$ cat src/rtl/id_ex_stage.sv
// ID/EX pipeline register with EX/MEM and MEM/WB operand forwarding,
// ALU operand selection and load-use hazard detection for the RV32I core.
module id_ex_stage #(
  parameter int XLEN   = 32,
  parameter int REG_AW = 5
) (
  input  logic              clk,
  input  logic              rst_n,
  input  logic              id_valid,
  input  logic [XLEN-1:0]   id_pc,
  input  logic [XLEN-1:0]   id_rs1_data,
  input  logic [XLEN-1:0]   id_rs2_data,
  input  logic [XLEN-1:0]   id_imm,
  input  logic [REG_AW-1:0] id_rs1_addr,
  input  logic [REG_AW-1:0] id_rs2_addr,
  input  logic              id_uses_rs1,
  input  logic              id_uses_rs2,
  input  logic [REG_AW-1:0] id_rd_addr,
  input  logic [3:0]        id_alu_op,
  input  logic              id_alu_src_a,
  input  logic              id_alu_src_b,
  input  logic              id_reg_we,
  input  logic              id_mem_re,
  input  logic              id_mem_we,
  input  logic              stall,
  input  logic              flush,
  input  logic              mem_fwd_we,
  input  logic [REG_AW-1:0] mem_fwd_rd,
  input  logic [XLEN-1:0]   mem_fwd_data,
  input  logic              wb_fwd_we,
  input  logic [REG_AW-1:0] wb_fwd_rd,
  input  logic [XLEN-1:0]   wb_fwd_data,
  output logic              load_use_hazard,
  output logic              ex_valid,
  output logic [XLEN-1:0]   ex_pc,
  output logic [XLEN-1:0]   alu_a,
  output logic [XLEN-1:0]   alu_b,
  output logic [3:0]        alu_op,
  output logic [XLEN-1:0]   ex_store_data,
  output logic [REG_AW-1:0] ex_rd_addr,
  output logic              ex_reg_we,
  output logic              ex_mem_re,
  output logic              ex_mem_we
);

  localparam logic [3:0] ALU_ADD = 4'b0000;

  logic [XLEN-1:0]   ex_rs1_data;
  logic [XLEN-1:0]   ex_rs2_data;
  logic [XLEN-1:0]   ex_imm;
  logic [REG_AW-1:0] ex_rs1_addr;
  logic [REG_AW-1:0] ex_rs2_addr;
  logic              ex_src_a;
  logic              ex_src_b;
  logic              reg_we_q;
  logic              mem_re_q;
  logic              mem_we_q;
  logic              load_bubble;
  logic              rs1_hit;
  logic              rs2_hit;
  logic [XLEN-1:0]   fwd_rs1;
  logic [XLEN-1:0]   fwd_rs2;

  // A load in EX cannot forward its data until MEM/WB, so a dependent
  // instruction in ID must wait one cycle while EX takes a bubble.
  assign rs1_hit = id_uses_rs1 && (id_rs1_addr == ex_rd_addr);
  assign rs2_hit = id_uses_rs2 && (id_rs2_addr == ex_rd_addr);
  assign load_use_hazard = ex_valid && mem_re_q && (ex_rd_addr != '0) &&
                           id_valid && (rs1_hit || rs2_hit);

  assign load_bubble = flush || (!stall && (load_use_hazard || !id_valid));

  always_ff @(posedge clk or negedge rst_n) begin
    if (!rst_n) begin
      ex_valid    <= 1'b0;
      ex_pc       <= '0;
      ex_rs1_data <= '0;
      ex_rs2_data <= '0;
      ex_imm      <= '0;
      ex_rs1_addr <= '0;
      ex_rs2_addr <= '0;
      ex_rd_addr  <= '0;
      alu_op      <= ALU_ADD;
      ex_src_a    <= 1'b0;
      ex_src_b    <= 1'b0;
      reg_we_q    <= 1'b0;
      mem_re_q    <= 1'b0;
      mem_we_q    <= 1'b0;
    end else if (load_bubble) begin
      ex_valid    <= 1'b0;
      ex_pc       <= '0;
      ex_rs1_data <= '0;
      ex_rs2_data <= '0;
      ex_imm      <= '0;
      ex_rs1_addr <= '0;
      ex_rs2_addr <= '0;
      ex_rd_addr  <= '0;
      alu_op      <= ALU_ADD;
      ex_src_a    <= 1'b0;
      ex_src_b    <= 1'b0;
      reg_we_q    <= 1'b0;
      mem_re_q    <= 1'b0;
      mem_we_q    <= 1'b0;
    end else if (!stall) begin
      ex_valid    <= 1'b1;
      ex_pc       <= id_pc;
      ex_rs1_data <= id_rs1_data;
      ex_rs2_data <= id_rs2_data;
      ex_imm      <= id_imm;
      ex_rs1_addr <= id_rs1_addr;
      ex_rs2_addr <= id_rs2_addr;
      ex_rd_addr  <= id_rd_addr;
      alu_op      <= id_alu_op;
      ex_src_a    <= id_alu_src_a;
      ex_src_b    <= id_alu_src_b;
      reg_we_q    <= id_reg_we;
      mem_re_q    <= id_mem_re;
      mem_we_q    <= id_mem_we;
    end
  end

  // EX/MEM is the younger writer, so it wins over MEM/WB; x0 never forwards.
  always_comb begin
    fwd_rs1 = ex_rs1_data;
    if (ex_rs1_addr != '0 && mem_fwd_we && mem_fwd_rd == ex_rs1_addr)
      fwd_rs1 = mem_fwd_data;
    else if (ex_rs1_addr != '0 && wb_fwd_we && wb_fwd_rd == ex_rs1_addr)
      fwd_rs1 = wb_fwd_data;
  end

  always_comb begin
    fwd_rs2 = ex_rs2_data;
    if (ex_rs2_addr != '0 && mem_fwd_we && mem_fwd_rd == ex_rs2_addr)
      fwd_rs2 = mem_fwd_data;
    else if (ex_rs2_addr != '0 && wb_fwd_we && wb_fwd_rd == ex_rs2_addr)
      fwd_rs2 = wb_fwd_data;
  end

  assign alu_a         = ex_src_a ? ex_pc : fwd_rs1;
  assign alu_b         = ex_src_b ? ex_imm : fwd_rs2;
  assign ex_store_data = fwd_rs2;
  assign ex_reg_we     = ex_valid && reg_we_q;
  assign ex_mem_re     = ex_valid && mem_re_q;
  assign ex_mem_we     = ex_valid && mem_we_q;

endmodule
$ cat config.mk
export PLATFORM = sky130hd
export DESIGN_NAME = id_ex_stage
export DESIGN_NICKNAME = d
export VERILOG_FILES = /design/src/rtl/id_ex_stage.sv
export SDC_FILE = /design/constraint.sdc
export NUM_CORES = 1
export LEC_CHECK = 0
export BUFFER_PORTS_ARGS = -buffer_cell sky130_fd_sc_hd__buf_2
export CAP_MARGIN = 40
export CORE_MARGIN = 4
export CORE_UTILIZATION = 35
export CTS_CLUSTER_DIAMETER = 40
export DETAILED_ROUTE_END_ITERATION = 12
export HOLD_SLACK_MARGIN = 0.05
export SLEW_MARGIN = 15
export SYNTH_ARGS = -nofsm -noshare
export SYNTH_HDL_FRONTEND = slang
export SYNTH_SLANG_ARGS = --single-unit
$ cat constraint.sdc
create_clock -name clk -period 3 [get_ports clk]
set_input_delay 0.45 -clock clk [delete_from_list [all_inputs] [get_ports clk]]
set_output_delay 0.45 -clock clk [all_outputs]
set_load 0.01 [all_outputs]
=== Word-level counts from Yosys, hierarchy flattened ===
Cells that the tools add are included.

* Register bits after elaboration: 153
* Input bits: 235
* Output and inout port bits: 142
* Word-level logic and storage cells: 80

* Equality and inequality tests: 7
* Mux-type cells: 34
* Reductions and logical operators: 25

{| class="wikitable"
|+ Operator list
! kind !! count
|-
| $mux 32 || 14
|-
| $eq 5x5->1 || 6
|-
| $mux 5 || 6
|-
| $logic_and 1x1->1 || 17
|-
| $reduce_bool 5->1 || 3
|-
| $mux 1 || 12
|-
| $mux 4 || 2
|-
| $logic_or 1x1->1 || 3
|-
| $logic_not 1->1 || 2
|-
| $ne 2x1->1 const B || 1
|}

=== Depth between registers and ports, before layout ===
Gate-level depths: netlist of run 1.

* Depth after elaboration: 8
* Depth in mapped cells: 7
* Depth with buffers taken out: 5

=== Worst setup path before layout of run 1 ===
OpenSTA, ideal clock, no wires.

* Path type: register -> output
* From: reg ex_rs2_addr[1]
* To: out alu_b[3]
* Arrival: 2053 ps
* Required time: 2550 ps
* Path slack: 497 ps
* Stages on the path, launching flop included: 8
* Buffers on the path: 2
* Path through: dfrtp_1 or4_4 or2_1 clkbuf_1 clkbuf_1 nand3_1 a31oi_1 mux2_1

* Word-level cells in the longest chain between the ends: 6
* Elaborated cells between the ends (all ways): 10
* Those cells by class: eq/ne: 2; mux: 3; reduce/logical: 5

{| class="wikitable"
|+ Ends and longest elaborated chain
! element !! RTL line !! RTL
|-
| start: declaration || 52 || <nowiki>logic [REG_AW-1:0] ex_rs2_addr;</nowiki>
|-
| start signal: assignment || 111 || <nowiki>ex_rs2_addr <= id_rs2_addr;</nowiki>
|-
| $reduce_bool 5->1 || 133, 135 ||
|-
| $logic_and 1x1->1 (2 in a row) || 135 || <nowiki>else if (ex_rs2_addr != '0 && wb_fwd_we && wb_fwd_rd == ex_rs2_addr)</nowiki>
|-
| $mux 32 || 135 ||
|-
| $mux 32 * || 133 || <nowiki>if (ex_rs2_addr != '0 && mem_fwd_we && mem_fwd_rd == ex_rs2_addr)</nowiki>
|-
| net ex_store_data[3] || 39 || <nowiki>output logic [XLEN-1:0] ex_store_data,</nowiki>
|-
| $mux 32 * || 140 || <nowiki>assign alu_b = ex_src_b ? ex_imm : fwd_rs2;</nowiki>
|-
| end: declaration || 37 || <nowiki>output logic [XLEN-1:0] alu_b,</nowiki>
|}

Mark *: on every way through the listed nets, which the timed path passes. The rest lies on a longest branch.

=== Final worst setup path of run 1 ===
* From: reg ex_rs1_addr[2]
* To: out alu_a[12]

* Word-level cells in the longest chain between the ends: 6
* Elaborated cells between the ends (all ways): 10
* Those cells by class: eq/ne: 2; mux: 3; reduce/logical: 5

{| class="wikitable"
|+ Ends and longest elaborated chain
! element !! RTL line !! RTL
|-
| start: declaration || 51 || <nowiki>logic [REG_AW-1:0] ex_rs1_addr;</nowiki>
|-
| start signal: assignment || 110 || <nowiki>ex_rs1_addr <= id_rs1_addr;</nowiki>
|-
| $reduce_bool 5->1 || 125, 127 ||
|-
| $logic_and 1x1->1 (2 in a row) || 127 || <nowiki>else if (ex_rs1_addr != '0 && wb_fwd_we && wb_fwd_rd == ex_rs1_addr)</nowiki>
|-
| $mux 32 || 127 ||
|-
| $mux 32 * || 125 || <nowiki>if (ex_rs1_addr != '0 && mem_fwd_we && mem_fwd_rd == ex_rs1_addr)</nowiki>
|-
| $mux 32 * || 139 || <nowiki>assign alu_a = ex_src_a ? ex_pc : fwd_rs1;</nowiki>
|-
| end: declaration || 36 || <nowiki>output logic [XLEN-1:0] alu_a,</nowiki>
|}

Mark *: on every way between the ends. The rest lies on a longest branch, timed or not.

==> summary.md, run 1 <==
| Metric | Value |
|---|---|
| Global Route Usage Sum | 25.0% |
| Clock power share | 42.2% |
| Post-route cell area | 0.0122 mm² |
| GRT overflow | 0 |
| Post-synthesis register bit count | 153 |
| Clock Skew | 0.0123 ns |
| Share of layout cells above drive strength 1 | between 40% and 50% |
| Clk sink count | 153 |
| Required @ worst endpoint | around 2.6 ns |
| Failing checks | setup timing |
| Fin crit period | between 3 and 4 ns |
| Footprint of the multi-input gates | 0.00427 mm² |
| R2R setup slack | roughly 0.83 ns |
| Async S/R FF share, synth | 100% |
| Net Switching | 1580 µW |
| DR pass1 iterations | 8 |
| CP Max Fanout | 9 |
| CTS root buffer | clkbuf_16 |
| CTS tree | done |
| FF-to-FF Start | ex_rd_addr[4] |
| Worst setup path start | ex_rs1_addr[2] |
| IO buf count | 376 |
| Core Area | 0.0228 mm² |
| Cells on worst reg2reg path | 6 |
| PwrDens | approximately 460 mW/mm² |
| Register area share after synthesis | roughly 47% |
| Routability cong. | roughly 0.9 |
| WP data arrival | between 2 and 3 ns |
| Combinational share of power | 18.0% |
| Post-route ant nets | 0 |
| Clk slew on worst S/H paths | 0.07 ns |
| Ports | 377 |
| Register Area | 0.00384 mm² |
| Final Core Density | a little over half |
| Clock buffer depth | 2 |
| Synth Cell Area | 0.00819 mm² |
| Pleak | 0.00600 µW |
| Actual slew at the worst max-slew pin | 0.897 ns |
| Critical path type | reg2out |
| # setup viols final | 47 |
| Wire per inst | 23.2 µm |
| Most frequent cells in the layout | buf_2, a22o_1, dfrtp_1, inv_1, buf_4 |
| Hold Vio Cnt, Final | 0 |
| Max Freq | ~320 MHz |
| Clock latency on the worst-skew pair | 0.43 ns |
| Min-delay worst type | in2reg |
| EDFF count, synth | 0 |
| Count of different cell masters after synthesis | 33 |
| Share of the clock period used by the worst path after layout | 103% |
| Placed standard-cell area | 0.0106 mm² |
| Maximum vdd drop | 0.351 mV |
| Largest net degree at the start of global routing | 151 |
| P_int | 3980 µW |
| Initial Util | about 36% |
| Mapped Cells | 773 |
| Status | finished, violations left |
| DPL Wire Length | approximately 23000 µm |
| DR vias | 8396 |
| Die W | ~160 µm |
| Drt first-iter violations | 696 |
| Pre-CTS setup slack | 0.177 ns |
| Die Y | approximately 160 µm |
| Max Cap Viol | 0 |
| Cts bufs inserted | 17 |
| Sequential share of power | about two fifths |
| RSZ-0062 raised after global routing | true |
| Sw Ratio | 28.5% |
| Ys Warns | 0 |
| Vias in the first global route | between 8000 and 9000 |
| CP endpoint | alu_a[12] |
| Drt total wl | 34500 µm |
| Max H-tree Level | 4 |
| Initial antenna violation count | 4 |
| R2r endpoint | ex_imm[15] |
| Main synth FF type | dfrtp_1 |
| Area growth from synthesis to layout | 48.5% |
| Relative slew slack | ~40% |
| Slack of the critical path | -0.0893 ns |
| Syn Nets | 1008 |
| Fin nets | between 1000 and 1500 |
| Critical path startpoint category | flop |
| Setup_tns | -1.92 ns |
| Most common cell after layout, fill and taps aside | buf_2 |
| Worst setup EP type | output port |
| Post-Syn Area per Cell | approximately 11 µm² |
| First-pass GRT wire length | 50600 µm |
| Die Area | 0.0259 mm² |
| FILL cells | 2069 |
| Fin. max-slew vios | 0 |
| Site Rows | 55 |
| Via/cell ratio | around 5.7 |
| Post-route DRC | 0 |
cell families (layout without fill, tap and decap cells):
group | count (synthesis) | in the layout | share of synthesized area [%]
AOI/OAI and AO/OA | 252 | 252 | 26.1
other | 0 | 3 | 0
DFF | 153 | 153 | 46.7
muxes | 64 | 64 | 8.31
buffers and inverters | 147 | 543 | 7.12
xor gates and xnor gates | 30 | 30 | 3.21
and+or+nand+nor | 127 | 127 | 8.55
routing by layer:
layer | global-route usage, % | up-vias | wire length [µm]
li1 | - | 3737 | -
met1 | 33.5 | 4162 | 14500
met2 | 40.4 | 444 | 16400
met3 | 5.82 | 49 | 2950
met4 | 7.64 | 4 | 611
met5 | 0 | - | 24
power groups by stage:
stage / registers (µW) / logic, µW / clock network [µW]
after global routing: 2220 / 1070 / 2470
final: 2210 / 1000 / 2350
after global placement: 2250 / 893 / 0
after detailed placement: 2250 / 899 / 0
after floorplan: 2230 / 422 / 0
after CTS: 2210 / 936 / 2400
cell type report:
class	instances	share of cell area, %
tap	313	3.22
timing repair buffer	447	22.9
multi-input combinational	473	35.1
antenna	3	0.0617
sequential	153	31.5
clock buffer	19	3.72
clock inverter	13	1.48
inverter	64	1.98
worst min-delay path by stage:
stage / endpoint / from / cells after the start / slack, ns
after global routing: ex_pc[8] / id_pc[8] / 2 / 0.22
final: ex_pc[8] / id_pc[8] / 2 / 0.24
after detailed placement: alu_op[0] / rst_n / 1 / 0.47
after CTS: ex_rs1_data[22] / id_rs1_data[22] / 2 / 0.22
after floorplan: alu_op[0] / rst_n / 0 / 0.15
after global placement: alu_op[0] / rst_n / 1 / 0.47
synth_stat cells (all sizes together), types with 20 or more instances:
| library cell | n | area share (%) |
|---|---|---|
| dfrtp | 153 | 47 |
| a22o | 152 | 16 |
| inv | 64 | 2.9 |
| clkbuf | 63 | 2.9 |
| nor3 | 34 | 2.1 |
| a222oi | 32 | 3.9 |
| a31oi | 32 | 2.4 |
| and3 | 32 | 2.4 |
| mux2 | 32 | 4.4 |
| mux2i | 32 | 3.9 |
| nand3 | 32 | 2.0 |
| o31ai | 32 | 2.9 |
| xnor2 | 28 | 3.0 |
| buf | 20 | 1.3 |
what timing repair did:
| item | in CTS | in global routing |
|---|---|---|
| gates cloned | 2 | 2 |
| endpoints found under the hold margin | 54 | 0 |
| buffers inserted | 20 | 7 |
| endpoints found under the setup margin | 90 | 68 |
| pin swaps | 4 | 15 |
| gates resized for setup | 31 | 88 |
| hold buffers | 1 | 0 |
state kept, by name, summed over array words and instances (netlist names), 4 cells and up:
name / flops
alu_op: 4
ex_imm: 32
ex_pc: 32
ex_rd_addr: 5
ex_rs1_addr: 5
ex_rs1_data: 32
ex_rs2_addr: 5
ex_rs2_data: 32
through the flow:
stage | power, µW | hold WS [ns] | std cells
6_report | 5560 | 0.240 | 1485
5_1_grt | 5770 | 0.219 | 1484
4_1_cts | 5540 | 0.216 | 1474
3_5_place_dp | 3150 | 0.470 | 1419
3_3_place_gp | 3140 | 0.475 | 1418
2_1_floorplan | 2650 | 0.154 | 773
critical path, stage by stage, from the launching register on:
cell and delay (ns):
dfrtp_1 0.41, buf_4 0.16, xnor2_2 0.12, nand2_1 0.11, nor3_4 0.41, buf_8 0.24
mux2i_1 0.12, a222oi_1 0.41, buf_2 0.21
No activity file was read; power rests on OpenSTA's default activity.
==> run 2, diff against run 1 <==
Settings changed: REMOVE_ABC_BUFFERS from default to 1.
Clock period 3 ns to 3.9 ns, I/O delays scaled along.
==> summary.md, run 2 (same netlist as run 1, synthesis figures left out) <==
| Metric | Value |
|---|---|
| CP Max Fanout | 21 |
| Max H-tree Level | 4 |
| Drt total wl | between 30000 and 40000 µm |
| Largest net degree at the start of global routing | 154 |
| Max Freq | 270 MHz |
| IO buf count | between 300 and 400 |
| Post-route DRC | 0 |
| Fin. max-slew vios | 0 |
| Initial Util | 35.8% |
| CTS Hold Bufs | 0 |
| Vias in the first global route | 8333 |
| P_int | 2780 µW |
| Clk slew on worst S/H paths | 0.08 ns |
| Worst setup EP type | output port |
| Actual slew at the worst max-slew pin | 0.790 ns |
| Global Route Usage Sum | between 20% and 30% |
| Drt first-iter violations | 720 |
| Net Switching | approximately 1200 µW |
| Critical path startpoint category | flop |
| DR vias | between 8000 and 9000 |
| Post-route ant nets | 0 |
| GRT overflow | 0 |
| Most common cell after layout, fill and taps aside | buf_2 |
| Combinational share of power | approximately 17% |
| Site Rows | 55 |
| Share of layout cells above drive strength 1 | a little over two fifths |
| First-pass GRT wire length | between 40000 and 50000 µm |
| Most frequent cells in the layout | buf_2, a22o_1, dfrtp_1, inv_1, nor3_1 |
| WP data arrival | 3.12 ns |
| DR pass1 iterations | 8 |
| Hold Vio Cnt, Final | 0 |
| Setup bufs post-CTS | 0 |
| PwrDens | 364 mW/mm² |
| Required @ worst endpoint | 3.31 ns |
| Fin nets | 1343 |
| Total power | between 4000 and 5000 µW |
| CTS tree | done |
| Initial antenna violation count | 4 |
| Die W | around 160 µm |
| Clock latency on the worst-skew pair | roughly 0.42 ns |
| Cells on worst reg2reg path | 6 |
| # setup viols final | 0 |
| Clock power share | 40.4% |
| Routability cong. | 0.863 |
| Via/cell ratio | 5.58 |
| Critical path type | reg2out |
| Min-delay worst type | in2async |
| Die Area | 0.0259 mm² |
| Sw Ratio | 30.5% |
| Fin crit period | 3.70 ns |
| Ports | 377 |
| Clk sink count | 153 |
| Core Area | 0.0228 mm² |
| Sequential share of power | 42.3% |
| # resized after CTS | 0 |
| Die Y | 161 µm |
| CTS root buffer | clkbuf_16 |
| Clock buffer depth | 2 |
| R2R setup slack | 1.73 ns |
| Pleak | 0.00558 µW |
| Share of the clock period used by the worst path after layout | 94.9% |
| Max Cap Viol | 0 |
| Clock Skew | 0.0136 ns |
| Wire per inst | 22.9 µm |
| Relative slew slack | 47.3% |
| DPL Wire Length | 22500 µm |
| Maximum vdd drop | 0.219 mV |
| Area growth from synthesis to layout | 34.4% |
| Cts bufs inserted | 17 |
| RSZ-0062 raised after global routing | false |
| Final Core Density | 48.2% |
| Setup_tns | 0 ns |
| Status | complete, no violations |
## run 2: cell types whose count changed in the layout (fill, tap and decap cells not counted), sizes merged
cell	change
buf	-44
bufinv	-3
clkbuf	-5
clkinv	+6
clkinvlp	-2
dlygate4sd3	-1
inv	+1
## run 2: area by class of cell
cell class / count / area (µm²)
Fill cell: 2189 / 11800
Multi-Input combinational cell: 473 / 3840
Sequential cell: 153 / 3830
Timing Repair Buffer: 399 / 2130
Clock buffer: 17 / 425
Tap cell: 313 / 392
Inverter: 64 / 240
Clock inverter: 15 / 135
Antenna cell: 3 / 7.51
## run 2: worst max-delay path: stages, from the launching register on
cell	delay (ns)
dfrtp_1	0.44
or4_1	0.53
nor2_1	0.23
nor4_1	0.11
buf_4	0.16
nor2_4	0.56
buf_4	0.34
a222oi_1	0.12
buf_2	0.18
## run 2: path summary, 6_finish.rpt
path	from	to
max	ex_rs1_addr[2]	alu_a[23]
min	rst_n	alu_op[2]
max reg2reg	ex_rd_addr[0]	ex_rs1_data[20]
min reg2reg	ex_imm[9]	ex_imm[9]
max in group asynchronous	rst_n	ex_src_a
min in group clk	id_imm[12]	ex_imm[12]
## run 2: per-stage QoR
stage	hold WS (ns)	instances	setup slack, ns	instance area [µm²]
3_3_place_gp	0.477	1401	0.703	10400
4_1_cts	0.101	1434	0.189	11000
6_report	0.0907	1437	0.197	11000
2_1_floorplan	0.289	690	-2.26	7850
3_5_place_dp	0.477	1402	0.665	10400
5_1_grt	0.112	1436	0.0771	11000
## run 2: routing by layer
metal  routed length, µm  GRT usage [%]  vias to the layer above
li1                    -              -                     3644
met1               13700           32.3                     3930
met2               15600           39.8                      401
met3                2920           6.40                       41
met4                 623           7.17                        4
met5                  26              0                        -
## run 2: power by group through the flow
stage          sequential (µW)  combinational, µW  clock [µW]
3_3_place_gp              1730                683           0
5_1_grt                   1700                749        1720
2_1_floorplan             1720                301           0
4_1_cts                   1700                695        1660
6_report                  1700                693        1620
3_5_place_dp              1730                692           0
==> run 3, diff against run 2 <==
Settings changed: CORE_MARGIN 4 to default.
==> summary.md, run 3 (same netlist as run 1, synthesis figures left out) <==
| Metric | Value |
|---|---|
| CTS Hold Bufs | 0 |
| Via/cell ratio | 5.61 |
| # resized after CTS | 0 |
| Die W | 155 µm |
| Global Route Usage Sum | between 20% and 30% |
| Cts bufs inserted | 17 |
| Drt first-iter violations | 626 |
| Max Cap Viol | 0 |
| CP Max Fanout | 18 |
| DR pass1 iterations | 8 |
| Clock latency on the worst-skew pair | 0.42 ns |
| Met3 routed WL | 2370 µm |
| Largest net degree at the start of global routing | 75 |
| Actual slew at the worst max-slew pin | just over 0.8 ns |
| CTS tree | done |
| Initial Util | 36.0% |
| GRT overflow | 0 |
| Met1 WL | 12700 µm |
| Worst setup EP type | output port |
| Clock buffer depth | 2 |
| Hold Vio Cnt, Final | 0 |
| Wire per inst | around 21 µm |
| Min-delay worst type | in2async |
| Most frequent cells in the layout | buf_2, a22o_1, dfrtp_1, inv_1, nor3_1 |
| Footprint of the multi-input gates | 0.00385 mm² |
| Required @ worst endpoint | 3.31 ns |
| Slack of the critical path | 0.295 ns |
| # setup viols final | 0 |
| Vias in the first global route | roughly 8000 |
| First-pass GRT wire length | 46200 µm |
| Top layer in use | met5 |
| Critical path startpoint category | flop |
| Post-route cell area | 0.0111 mm² |
| Max H-tree Level | 4 |
| Clock Skew | 0.0110 ns |
| Pre-CTS setup slack | 0.735 ns |
| Share of the clock period used by the worst path after layout | 92.4% |
| Core Area | 0.0228 mm² |
| Die Area | 0.0240 mm² |
| Die Y | 155 µm |
| Clk sink count | 153 |
| R2r endpoint | ex_rs2_data[11] |
| Routability cong. | 0.800 |
| Max Freq | about 280 MHz |
| DPL Wire Length | about 21000 µm |
| Share of layout cells above drive strength 1 | approximately 43% |
| Drt total wl | between 30000 and 40000 µm |
| DR vias | 8085 |
| Initial antenna violation count | 2 |
| Clk slew on worst S/H paths | 0.07 ns |
| Maximum vdd drop | 0.283 mV |
| Cells on worst reg2reg path | 7 |
| Fin nets | about 1300 |
| IO buf count | 376 |
| Relative slew slack | 44.8% |
| Ports | about 380 |
| Most common cell after layout, fill and taps aside | buf_2 |
| PwrDens | 366 mW/mm² |
| WP data arrival | between 3 and 4 ns |
| Post-route ant nets | 0 |
| Critical path type | reg2out |
| Register Area | 0.00383 mm² |
| Post-route DRC | 0 |
| Site Rows | 55 |
| Status | complete, no violations |
| FILL cells | 2192 |
| Pleak | 0.00561 µW |
| Fin. max-slew vios | 0 |
| Area growth from synthesis to layout | 35.7% |
| R2R setup slack | 1.60 ns |
| FF-to-FF Start | ex_rd_addr[0] |
| DR WL met2 | 15000 µm |
| Fin crit period | 3.60 ns |
| Setup bufs post-CTS | 0 |
| RSZ-0062 raised after global routing | false |
| CTS root buffer | clkbuf_16 |
| Placed standard-cell area | 0.0105 mm² |
## run 3: area by class of cell
class                           instances  share of cell area [%]
Clock buffer                           19                    3.99
Sequential cell                       153                    34.5
Clock inverter                         13                    1.28
Multi-Input combinational cell        473                    34.6
Tap cell                              313                    3.52
Antenna cell                            1                  0.0225
Inverter                               64                    2.16
Timing Repair Buffer                  404                    19.9
## run 3: through the flow
stage / instances / setup TNS, ns / total power [µW] / hold WS, ns / utilization, %
after floorplan: 690 / -346.37 / 2020 / 0.289 / -
after global placement: 1404 / 0 / 2400 / 0.477 / 45.9
after detailed placement: 1407 / 0 / 2410 / 0.480 / 46.2
after CTS: 1439 / 0 / 4100 / 0.134 / 48.8
after global routing: 1440 / 0 / 4230 / 0.158 / 48.8
final: 1440 / 0 / 4060 / 0.115 / 48.8
## run 3: worst max path at each step
stage                         from         to
floorplan                    flush  alu_op[0]
global placement      wb_fwd_rd[2]  alu_b[29]
detailed placement  ex_rs2_addr[1]  alu_b[16]
CTS                 ex_rs2_addr[1]  alu_b[16]
global route        ex_rs1_addr[1]  alu_a[18]
finish              ex_rs2_addr[1]   alu_b[3]
## run 3: metal layers
metal	vias to the layer above	track usage (%)
li1	3654	-
met1	3988	32.3
met2	403	42.0
met3	38	5.40
met4	2	7.50
met5	-	0
## run 3: worst max-delay path: stages (launching register included)
cell     delay (ns)
dfrtp_1        0.45
or4_4          0.61
or2_1          0.48
buf_4          0.34
nand3_1        0.10
a31oi_1        0.12
mux2_1         0.33
buf_2          0.15
## run 3: power breakdown
group	total [µW]	internal, µW	switching, µW
combinational	690	300	390
clock	1680	967	711
sequential	1690	1650	48.5
total	4060	2910	1150
